===== src/rtl/tfhe_pbs_job_scheduler.sv =====
// tfhe_pbs_job_scheduler
// Queues {address, length} PBS job descriptors and launches them one at a time
// on the single PBS engine. Each job ends on a done edge or on a watchdog
// timeout. The engine's read-back {address, length} is then returned as a
// completion record.
//
// Handshakes (valid/ready): a transfer happens on a rising clock edge where
// valid and ready are both high. The producer holds its payload stable while
// valid is high and not yet accepted. Ready may depend on state but never on
// the same-cycle valid. This applies to job_* (host -> queue) and to cpl_*
// (scheduler -> consumer).
module tfhe_pbs_job_scheduler #(
  parameter int DATA_WIDTH     = 32,
  parameter int QUEUE_DEPTH    = 4,
  parameter int TIMEOUT_CYCLES = 1_000_000
) (
  input  logic                             S_AXI_ACLK,
  input  logic                             S_AXI_ARESETN,
  // descriptor queue
  input  logic                             job_valid,
  output logic                             job_ready,
  input  logic [DATA_WIDTH-1:0]            job_addr,
  input  logic [DATA_WIDTH-1:0]            job_len,
  input  logic                             flush,
  // PBS engine
  output logic [DATA_WIDTH-1:0]            host_wr_addr,
  output logic [DATA_WIDTH-1:0]            host_wr_len,
  output logic                             start_pbs,
  input  logic                             pbs_busy,
  input  logic                             pbs_done,
  input  logic [DATA_WIDTH-1:0]            host_rd_addr,
  input  logic [DATA_WIDTH-1:0]            host_rd_len,
  // completion records
  output logic                             cpl_valid,
  input  logic                             cpl_ready,
  output logic [DATA_WIDTH-1:0]            cpl_addr,
  output logic [DATA_WIDTH-1:0]            cpl_len,
  output logic                             cpl_timeout,
  // status
  output logic [$clog2(QUEUE_DEPTH):0]     queue_level,
  output logic [31:0]                      jobs_completed,
  output logic [1:0]                       fsm_state
);

  localparam int                PTR_W     = $clog2(QUEUE_DEPTH);
  localparam int                LVL_W     = PTR_W + 1;
  localparam logic [LVL_W-1:0]  FULL_LVL  = LVL_W'(QUEUE_DEPTH);
  localparam bit                WDOG_EN   = (TIMEOUT_CYCLES != 0);
  // Last watchdog value before a timeout fires; unused when the watchdog is off.
  localparam logic [31:0]       WDOG_LAST = 32'(TIMEOUT_CYCLES - 1);

  typedef enum logic [1:0] {
    ST_IDLE     = 2'd0,
    ST_LAUNCH   = 2'd1,
    ST_RUN      = 2'd2,
    ST_COMPLETE = 2'd3
  } state_t;

  state_t                 state;
  logic [DATA_WIDTH-1:0]  q_addr [QUEUE_DEPTH];
  logic [DATA_WIDTH-1:0]  q_len  [QUEUE_DEPTH];
  logic [PTR_W-1:0]       wr_ptr;
  logic [PTR_W-1:0]       rd_ptr;
  logic [LVL_W-1:0]       level;
  logic                   done_d;
  logic                   done_event;
  logic [31:0]            wdog;
  logic                   to_flag;
  logic                   push;
  logic                   pop;

  assign job_ready   = (level != FULL_LVL);
  assign queue_level = level;
  assign start_pbs   = (state == ST_LAUNCH);
  assign fsm_state   = state;
  assign done_event  = pbs_done & ~done_d;

  // flush wins over both push and pop so that a flushed queue is really empty
  assign push = job_valid & job_ready & ~flush;
  assign pop  = (state == ST_IDLE) & (level != '0) & ~pbs_busy & ~flush;

  // Descriptor storage; contents are don't-care until written, so no reset.
  always_ff @(posedge S_AXI_ACLK) begin
    if (push) begin
      q_addr[wr_ptr] <= job_addr;
      q_len[wr_ptr]  <= job_len;
    end
  end

  // Queue pointers and occupancy; power-of-two depth lets pointers wrap naturally.
  always_ff @(posedge S_AXI_ACLK or negedge S_AXI_ARESETN) begin
    if (!S_AXI_ARESETN) begin
      wr_ptr <= '0;
      rd_ptr <= '0;
      level  <= '0;
    end else if (flush) begin
      wr_ptr <= '0;
      rd_ptr <= '0;
      level  <= '0;
    end else begin
      if (push) wr_ptr <= wr_ptr + 1'b1;
      if (pop)  rd_ptr <= rd_ptr + 1'b1;
      case ({push, pop})
        2'b10:   level <= level + 1'b1;
        2'b01:   level <= level - 1'b1;
        default: level <= level;
      endcase
    end
  end

  // Previous pbs_done, so that a done level left over from an older job is not
  // mistaken for a fresh completion.
  always_ff @(posedge S_AXI_ACLK or negedge S_AXI_ARESETN) begin
    if (!S_AXI_ARESETN) begin
      done_d <= 1'b0;
    end else begin
      done_d <= pbs_done;
    end
  end

  // Job sequencer: launch, watch for done or timeout, publish the record.
  always_ff @(posedge S_AXI_ACLK or negedge S_AXI_ARESETN) begin
    if (!S_AXI_ARESETN) begin
      state          <= ST_IDLE;
      wdog           <= '0;
      to_flag        <= 1'b0;
      host_wr_addr   <= '0;
      host_wr_len    <= '0;
      cpl_valid      <= 1'b0;
      cpl_addr       <= '0;
      cpl_len        <= '0;
      cpl_timeout    <= 1'b0;
      jobs_completed <= '0;
    end else begin
      // consumer took the record; may be re-set below by a reload this cycle
      if (cpl_valid && cpl_ready) begin
        cpl_valid <= 1'b0;
      end

      case (state)
        ST_IDLE: begin
          if (pop) begin
            host_wr_addr <= q_addr[rd_ptr];
            host_wr_len  <= q_len[rd_ptr];
            state        <= ST_LAUNCH;
          end
        end

        ST_LAUNCH: begin
          // a done edge seen here belongs to no job of ours and is dropped
          wdog  <= '0;
          state <= ST_RUN;
        end

        ST_RUN: begin
          if (done_event) begin
            to_flag <= 1'b0;
            state   <= ST_COMPLETE;
          end else if (WDOG_EN && (wdog == WDOG_LAST)) begin
            to_flag <= 1'b1;
            state   <= ST_COMPLETE;
          end else begin
            wdog <= wdog + 32'd1;
          end
        end

        ST_COMPLETE: begin
          // the output slot is free when empty or being drained this cycle
          if (!cpl_valid || cpl_ready) begin
            cpl_valid      <= 1'b1;
            cpl_addr       <= host_rd_addr;
            cpl_len        <= host_rd_len;
            cpl_timeout    <= to_flag;
            jobs_completed <= jobs_completed + 32'd1;
            state          <= ST_IDLE;
          end
        end

        default: state <= ST_IDLE;
      endcase
    end
  end

endmodule


===== config.mk =====
export PLATFORM = sky130hd
export DESIGN_NAME = tfhe_pbs_job_scheduler
export DESIGN_NICKNAME = d
export VERILOG_FILES = /design/src/rtl/tfhe_pbs_job_scheduler.sv
export SDC_FILE = /design/constraint.sdc
export NUM_CORES = 1
export LEC_CHECK = 0
export ABC_AREA = 1
export BUFFER_PORTS_ARGS = -buffer_cell sky130_fd_sc_hd__buf_2
export CAP_MARGIN = 0
export CORE_MARGIN = 8
export CORE_UTILIZATION = 35
export DETAILED_ROUTE_END_ITERATION = 10
export PLACE_DENSITY = 0.64
export SLEW_MARGIN = 30
export SYNTH_ARGS = -nofsm -noshare
export SYNTH_HDL_FRONTEND = slang
export SYNTH_SLANG_ARGS = --single-unit

===== constraint.sdc =====
create_clock -name S_AXI_ACLK -period 4.6 [get_ports S_AXI_ACLK]
set_input_delay 0 -clock S_AXI_ACLK [delete_from_list [all_inputs] [get_ports S_AXI_ACLK]]
set_output_delay 0 -clock S_AXI_ACLK [all_outputs]
set_load 0.01 [all_outputs]

# ---- After elaboration in Yosys (flattened, before gate mapping)
# Memories as Yosys holds them, arrays and structs flattened. A register that Yosys moved wholly into a read port is not among the register bits.
# Cells that the tools add are included.
dict set report totals {
  reg_bits 141
  ram_bits 256
  in_bits 135
  output_inout_bits 169
  wordCells 79
  memories 2
}
# name depth word_bits read_ports rd_ports_with_merged_regs wr line_no
set mem_list {}
lappend mem_list {q_addr 4 32 1 1 1 60} ;# logic [DATA_WIDTH-1:0] q_addr [QUEUE_DEPTH];
lappend mem_list {q_len 4 32 1 1 1 61} ;# logic [DATA_WIDTH-1:0] q_len [QUEUE_DEPTH];
dict set report op_classes {
  addsub 6
  eq_ne 12
  n_mux 21
  bitwise_logic 9
  reduce_logical 17
}
# operator count
set op_table {}
lappend op_table {{32-bit by 1-bit adder with 32-bit output, second input constant} 2}
lappend op_table {{32-bit two-way mux} 2}
lappend op_table {{32-bit one-hot mux with 2 select lines} 1}
lappend op_table {{32-bit by 20-bit equality test with 1-bit output, second input constant} 1}
lappend op_table {{2-bit two-way mux} 8}
lappend op_table {{2-bit != test, second input constant} 4}
lappend op_table {{2-bit one-hot mux with 4 select lines} 1}
lappend op_table {{2-bit nonzero test} 4}
lappend op_table {{1-bit two-way mux} 7}
lappend op_table {{1-bit bitwise AND} 6}
lappend op_table {{2-bit equality test, second input constant} 3}
lappend op_table {{3-bit != test, second input constant} 2}
lappend op_table {{3-bit one-hot mux with 2 select lines} 1}
lappend op_table {{2-bit AND reduction} 3}
lappend op_table {{3-bit AND reduction} 2}
lappend op_table {{3-bit nonzero test} 2}
lappend op_table {{2-bit by 1-bit adder with 2-bit output, second input constant} 2}
lappend op_table {{2-bit by 1-bit equality test with 1-bit output, second input constant} 2}
lappend op_table {{3-bit by 1-bit adder with 3-bit output, second input constant} 1}
lappend op_table {{1-bit logical NOT} 3}
lappend op_table {{3-bit two-way mux} 1}
lappend op_table {{1-bit inverter} 3}
lappend op_table {{3-bit by 1-bit subtractor with 3-bit output, second input constant} 1}
lappend op_table {{2-bit logical NOT} 1}
lappend op_table {{2 further kinds} 2}

# ---- Longest topological paths before layout
# Gate-level depths: netlist of the first run.
dict set report logic_depth {
  word_depth 7
  ltp_mapped 11
  depth_no_buf 11
}

# ---- Worst setup path after synthesis of the first run
# OpenSTA, ideal clock, no wires.
dict set report synth_timing {
  kind {register -> register}
  startpoint {register level[0] (netlist: queue_level[0])}
  endpoint {memory q_addr[0][0] (enable)}
  setup_time_ns 0.487
  t_arrival_ns 3.577
  required_time_ns 4.113
  setup_slack_ns 0.537
  stages_incl_launch_ff 5
  n_path_buf 0
  period_less_slack_ns 4.063
  cell_sequence {dfrtp_1 -> inv_1 -> nand3_1 -> nand3_1 -> nor2_1}
}
dict set report synth_via {
  elab_chain_cells 5
}
# element line_no
set synth_lines {}
lappend synth_lines {{start: declaration} 64} ;# logic [LVL_W-1:0] level;
lappend synth_lines {{start signal: assignment} 104} ;# 2'b10: level <= level + 1'b1;
lappend synth_lines {{start signal: assignment} 105} ;# 2'b01: level <= level - 1'b1;
lappend synth_lines {{start signal: assignment} 106} ;# default: level <= level;
lappend synth_lines {{3-bit != test} 72} ;# assign job_ready = (level != FULL_LVL);
lappend synth_lines {{via job_ready} 21} ;# output logic job_ready,
lappend synth_lines {{1-bit bitwise AND (2 in series)} 79} ;# assign push = job_valid & job_ready & ~flush;
lappend synth_lines {{1-bit two-way mux} 84} ;# if (push) begin
lappend synth_lines {{1-bit two-way mux (not written as such)} 85} ;# q_addr[wr_ptr] <= job_addr;
lappend synth_lines {{end: declaration} 60}
# The timed path passes the listed nets, and every way through them passes these cells.

# ---- Worst setup path in the final report of the first run
dict set report layout_timing {
  startpoint {register level[0] (netlist: queue_level[0])}
  endpoint {memory q_addr[0][28] (enable)}
}
dict set report layout_via {
  elab_chain_cells 5
}
# element line_no
set layout_lines {}
lappend layout_lines {{3-bit != test} 72}
lappend layout_lines {{1-bit bitwise AND (2 in series)} 79}
lappend layout_lines {{1-bit two-way mux} 84}
lappend layout_lines {{1-bit two-way mux (not written as such)} 85}
# Every way passes these cells.

==> results.toml, run 1 <==
[timing]
setup-tns-final_ps = 0
maxClockFrequency_ghz = 0.380
maxSlewHeadroom_pct = 40.2
finalMaxSlewViolations = 0
worstMarginPinSlew_ps = 894
unrepaired_setup_endpoints_after_global_routing = "no"
fin_skew_ps = 57.6
hold-worst-slack_ps = -4.49
min_period_ps = 2630
finalSetupViolCount = 0
hold_viol_final = 2
part_of_the_cycle_the_worst_path_needs_pct = 57.2

[status]
run_status = "complete, but fails checks"
failed_checks = "negative hold slack"

[synthesis]
yosysWarningCount = 0
synth_area_leader_cell = "sky130_fd_sc_hd__edfxtp_1"
postSynthNetCount = 2036
ys_top_cells_by_area = "sky130_fd_sc_hd__edfxtp_1, sky130_fd_sc_hd__dfrtp_1, sky130_fd_sc_hd__nand2_1"
ys_seq_area_share_pct = 67.3
synth.distinct_cells = 32
netlist_instances = 1890
synthesis.area_sq_mm = 0.0190
average_cell_area_after_synthesis_sq_um = 10.1
synth_largest_type_area_fraction_pct = 40.4
synth-seq-cells = 461

[floorplan]
die-width_um = 249
rows = 85
die_area_sq_mm = 0.0621
vert_die_dim_um = 249
floorplan.initialDensity_pct = 35.4
core_area_sq_mm = 0.0538
pin_count = 304

[drt]
vias = 14700
detail_route.wirelength_um = 51900
vias_per_cell = 4.81
first_iter_violations = 960
wl_per_cell_um = 17.0
antenna_violating_nets_post_route = 0
drt_pass1_iterations = 5
drc_errors = 0

[worst_setup_path]
worstPathCellList = "inv_1 > nand3_1 > nand3_1 > nor2_4 > buf_4"
critical_path.most_common_cell = "sky130_fd_sc_hd__nand3_1"
timing.reg2reg.setup_slack_ps = 1970
arr_time_crit_path_ps = 2910
critPathCaptureType = "register"
cpMaxStageDelayCell = "sky130_fd_sc_hd__nor2_4"
crit_type = "register to register"
crit_path_start_kind = "register"
worst_path_largest_cell_delay_ps = 820
timing.critical_path.fanout_max = 26
worstPathRequired_ps = 4880

[grt]
antenna_found_initial = 8
grt_first_pass_wirelength_um = 82400
globalRoute.totalOverflow = 0
grt_pass1_vias = 14800
grt_max_degree = 123
gr-usage-all-layers_pct = 16.3

[pwr]
peakVddDrop_uv = 428
seq_power_share_pct = 44.3
p_sw_share_pct = 33.0
comb_power_share_pct = 24.5
power_density_mw_per_mm2 = 516
intPower_mw = 8.39
power.switching_mw = 4.13
power.leakage_nw = 10.5
power_frac_clock_pct = 31.3

[placement]
place_congestion = 0.906
detailedPlacementHpwl_um = 32900
buffer_ports.inserted = 303

[final_layout]
post-route-util_pct = 45.1
post_route_cells_drive_above_1_share_pct = 17.9
layout-area-overhead-vs-synth_pct = 27.5
final_nets = 2461

[clock_tree]
number_of_cts_inserted_buffers = 50
ctsResizeCount = 0
clkLatencyLatePin_ps = 610
cts.sinks = 461
cts.repair_timing.setup_buffer_count = 0
cts_tree = "yes"
htree_levels = 2
clockBufferDepth = 3
root_buffer = "sky130_fd_sc_hd__clkbuf_16"
clk_pin_slew_worst_paths_ps = 60

[flow_run]
maxCapViolCount = 0

[min_path]
worst_hold_path_type = "input port to async pin"
[repair_timing]
item / CTS / global route
hold buffers: 135 / 0
hold endpoints to repair: 415 / 0
setup endpoints to repair: 0 / 0
[metrics by stage]
step / setup slack, ps / total power [mW] / cell area, sq um / std cells
2_1_floorplan: 537 / 7.34 / 19000 / 1890
3_3_place_gp: 2010 / 8.55 / 21300 / 2824
5_1_grt: 1770 / 13.2 / 24300 / 3057
3_5_place_dp: 1930 / 8.63 / 21300 / 2824
6_report: 1970 / 12.5 / 24300 / 3058
4_1_cts: 1910 / 12.7 / 24200 / 3052
[layer usage]
layer  track usage [%]  vias up  wire (um)
li1                  -     7135          -
met1              20.5     7001      21800
met2              26.9      482      24600
met3              4.54       99       4080
met4              5.49        6       1440
met5                 0        -         34
[layout by cell type (no fill, tap or decap), drive strengths merged, types with 16 or more instances in the layout]
| master | count |
|---|---|
| nand2 | 657 |
| buf | 320 |
| edfxtp | 256 |
| nor2 | 229 |
| dfrtp | 205 |
| o21ai | 170 |
| dlygate4sd3 | 135 |
| inv | 87 |
| clkbuf | 69 |
| o22ai | 65 |
| nand3 | 65 |
| xor2 | 16 |
| clkinv | 16 |
[kinds of logic after synthesis]
kind of cell	after synthesis	share of synthesized area (%)
XOR/XNOR	23	1.06
adder cells (fa/ha/maj)	11	0.762
flip-flops	461	67.3
AND/OR/NAND/NOR	988	20.5
AO/OA/AOI/OAI	240	6.75
buffers and inverters	167	3.56
[registers in the layout, indices dropped and copies added (netlist names)]
signal / flops
cpl_addr: 32
cpl_len: 32
cpl_timeout: 1
cpl_valid: 1
done_d: 1
fsm_state: 2
host_wr_addr: 32
host_wr_len: 32
jobs_completed: 32
q_addr: 128
q_len: 128
queue_level: 3
rd_ptr: 2
to_flag: 1
wdog: 32
wr_ptr: 2
[power by group through the flow]
stage	registers (mW)	logic, mW	clock network [mW]
after global routing	5.63	3.44	4.18
after detailed placement	5.61	3.02	0
final	5.54	3.06	3.92
after global placement	5.59	2.95	0
after floorplan	5.79	1.56	0
after CTS	5.54	3.13	4.03
[final cells by class]
class / count / area [sq um]
sequential: 461 / 12800
multi-input combinational: 1262 / 5580
inverter: 85 / 324
timing repair buffer: 455 / 3030
tap: 696 / 871
fill: 5007 / 29600
clock inverter: 24 / 243
clock buffer: 69 / 1380
antenna: 6 / 15.0
[cells in the mapped netlist (all sizes together)]
cell,instances
o21ai,170
ha,10
fa,1
o21bai,1
edfxtp,256
nand2,657
clkbuf,55
nand4,10
dfrtp,205
inv,85
and3,1
nand3b,6
a21oi,4
nor3,12
and2,1
xor2,16
xnor2,7
nor2,229
o22ai,65
nand3,65
or2,7
buf,27
[final timing paths]
| path | from | endpoint | depth (start not counted) |
|---|---|---|---|
| min | S_AXI_ARESETN | cpl_addr[30] | 2 |
| min in group S_AXI_ACLK | host_rd_addr[10] | cpl_addr[10] | 4 |
| max in group asynchronous | S_AXI_ARESETN | rd_ptr[0] | 3 |
| min reg2reg | cpl_len[0] | cpl_len[0] | 2 |
| max | queue_level[0] | q_addr[0][28] | 5 |
| max reg2reg | queue_level[0] | q_addr[0][28] | 5 |
[worst max-delay path, delay by kind of cell (launching register included)]
kind	cells	cell delay (ps)
AND/OR/NAND/NOR	3	1300
buffers and inverters	2	540
flip-flops	1	430
(Power assumes the default switching activity.)
==> inputs of run 2 (changes only) <==
Settings changed: ABC_AREA 1 to 0.
Clock period 4.6 ns to 2.5 ns, I/O delays scaled along.
==> run 2 against run 1 <==
The run now ends clean. Sequential share of layout area up 1.3 points. Routed wire length down 15%. Cell area fell by 2.4%. Sequential power is 86% higher. Die area fell by 4.9%. Via count down 25%. Cell count fell by 26%.
==> results.toml, run 2 <==
[status]
run_status = "finished, final reports clean"

[pwr]
power.leakage_nw = 9.46
peakVddDrop_uv = 682
power_density_mw_per_mm2 = 983

[timing]
fin_skew_ps = 8.89
hold_viol_final = 0
finalSetupViolCount = 0
setup-tns-final_ps = 0
maxClockFrequency_ghz = 0.420
part_of_the_cycle_the_worst_path_needs_pct = 95.3
finalMaxSlewViolations = 0
hold-worst-slack_ps = 49.5
maxSlewHeadroom_pct = 50.2
min_period_ps = 2380
unrepaired_setup_endpoints_after_global_routing = "no"
worstMarginPinSlew_ps = 747

[min_path]
worst_hold_path_type = "input port to async pin"

[grt]
grt_max_degree = 92
gr-usage-all-layers_pct = 14.9
antenna_found_initial = 5
globalRoute.totalOverflow = 0
grt_pass1_vias = 11800
grt_first_pass_wirelength_um = 69800

[drt]
first_iter_violations = 585
vias_per_cell = 4.88
detail_route.wirelength_um = 44200
drt_pass1_iterations = 4
antenna_violating_nets_post_route = 0
wl_per_cell_um = 19.7
vias = 11000
drc_errors = 0

[synthesis]
synthTopCellsByCount = "sky130_fd_sc_hd__edfxtp_1, sky130_fd_sc_hd__dfrtp_1, sky130_fd_sc_hd__mux2_2"
synthesis.area_sq_mm = 0.0180
ys_top_cells_by_area = "sky130_fd_sc_hd__edfxtp_1, sky130_fd_sc_hd__dfrtp_1, sky130_fd_sc_hd__mux2_2"
synthesized_area_fraction_occupied_by_xor_and_xnor_cells_pct = 1.89
synth-seq-cells = 461
synth-async-reset-ratio_pct = 44.5
synthMostInstantiatedCell = "sky130_fd_sc_hd__edfxtp_1"
post_synth_mux_area_share_pct = 16.3
yosysWarningCount = 0
synth-compound-area-share_pct = 2.31
postSynthNetCount = 1188
number_of_synthesized_flops_with_an_enable_pin = 256
netlist_instances = 1042
largest_family_of_logic_cells_by_synthesized_area = "multiplexers"
synth_area_leader_cell = "sky130_fd_sc_hd__edfxtp_1"
synth.distinct_cells = 56
yosys.area_share.adder_pct = 0.804
post_synth_and_or_nand_nor_area_fraction_pct = 6.35
average_cell_area_after_synthesis_sq_um = 17.3
ys_seq_area_share_pct = 71.0
synth_largest_type_area_fraction_pct = 42.6
synth-main-ff-cell = "sky130_fd_sc_hd__edfxtp_1"

[floorplan]
pin_count = 304
die_area_sq_mm = 0.0591
floorplan.initialDensity_pct = 35.3
vert_die_dim_um = 243
core_area_sq_mm = 0.0511
rows = 83
die-width_um = 243

[final_layout]
layout-area-overhead-vs-synth_pct = 31.3
fillers = 4471
layout_top_registers = "q_addr (128), q_len (128)"
most_frequent_standard_cell_in_the_layout_excluding_fill_and_tap_cells = "sky130_fd_sc_hd__buf_2"
most-common-layout-cells = "sky130_fd_sc_hd__buf_2, sky130_fd_sc_hd__edfxtp_1, sky130_fd_sc_hd__dfrtp_1"
final_nets = 1669
post_route_cells_drive_above_1_share_pct = 40.0

[flow_run]
maxCapViolCount = 0

[worst_setup_path]
crit_type = "register to register"
critPathCaptureType = "register"
crit_path_start_kind = "register"
worstPathRequired_ps = 3020
arr_time_crit_path_ps = 2910
timing.critical_path.fanout_max = 10

[clock_tree]
htree_levels = 2
number_of_cts_inserted_buffers = 50
clkLatencyLatePin_ps = 590
clk_pin_slew_worst_paths_ps = 60
cts_tree = "yes"
root_buffer = "sky130_fd_sc_hd__clkbuf_16"
clockBufferDepth = 3
cts.sinks = 461

[placement]
place_congestion = 0.852
buffer_ports.inserted = 303
detailedPlacementHpwl_um = 29300
run 2: kinds of logic after synthesis:
kind of cell,Yosys count
DFF,461
and+or+nand+nor,224
muxes,198
buffers and inverters,57
AOI/OAI and AO/OA,52
xor gates and xnor gates,39
adders and majority gates,11
run 2: cell type report:
cell class	instances	area, sq um	share of cell area [%]
sequential	461	12800	54.1
clock buffer	62	1350	5.68
antenna	5	12.5	0.0528
inverter	12	45.0	0.190
multi-input combinational	524	5020	21.2
tap	680	851	3.59
timing repair buffer	474	3320	14.0
clock inverter	32	272	1.15
run 2: metrics by stage:
| stage | util, % | setup WS (ps) | total power, mW | area, sq um | std cells |
|---|---|---|---|---|---|
| after floorplan | - | 8.71 | 13.5 | 18000 | 1042 |
| after global placement | 40.5 | 164 | 16.0 | 20700 | 2016 |
| after detailed placement | 40.5 | 93.7 | 16.2 | 20700 | 2016 |
| after CTS | 46.3 | 88.0 | 23.6 | 23700 | 2245 |
| after global routing | 46.4 | 2.80 | 24.5 | 23700 | 2247 |
| final | 46.4 | 118 | 23.3 | 23700 | 2250 |
run 2: worst paths after layout:
path                                    startpoint            endpoint  slack (ps)  cells after the start
worst max-delay path                      wdog[27]             wdog[1]         120                      6
worst min-delay path                 S_AXI_ARESETN          cpl_len[2]          50                      2
worst max register to register            wdog[27]             wdog[1]         120                      6
worst min register to register  jobs_completed[31]  jobs_completed[31]         480                      1
max in group asynchronous            S_AXI_ARESETN             wdog[1]        1670                      3
min in group S_AXI_ACLK                   pbs_done              done_d         100                      2
run 2: worst max-delay path: stages, from the launching register on:
cell,delay [ps]
sky130_fd_sc_hd__dfrtp_1,430
sky130_fd_sc_hd__or4_1,560
sky130_fd_sc_hd__or4_4,580
sky130_fd_sc_hd__o21ai_4,240
sky130_fd_sc_hd__buf_4,220
sky130_fd_sc_hd__o2bb2ai_1,130
sky130_fd_sc_hd__a22o_1,150
run 2: what timing repair did:
action,in CTS,in global routing
hold endpoints to repair,509,0
endpoints found under the setup margin,0,1
gates resized for setup,0,1
setup buffers,0,0
hold buffers,135,0
run 2: routing by layer:
| layer | part of all wire, % | global-route usage, % | wire length, um | vias up |
|---|---|---|---|---|
| met5 | 0.029 | 0 | 13 | - |
| met4 | 2.1 | 4.43 | 943 | 2 |
| met1 | 43 | 19.0 | 19200 | 5579 |
| met2 | 48 | 24.5 | 21100 | 337 |
| met3 | 6.7 | 4.06 | 2980 | 74 |
| li1 | - | - | - | 4989 |
run 2: report_power, final:
group | switching (mW) | internal (mW) | leakage, nW
registers | 0.865 | 9.47 | 4.92
clock network | 3.09 | 4.08 | 0.780
logic | 2.98 | 2.81 | 3.77
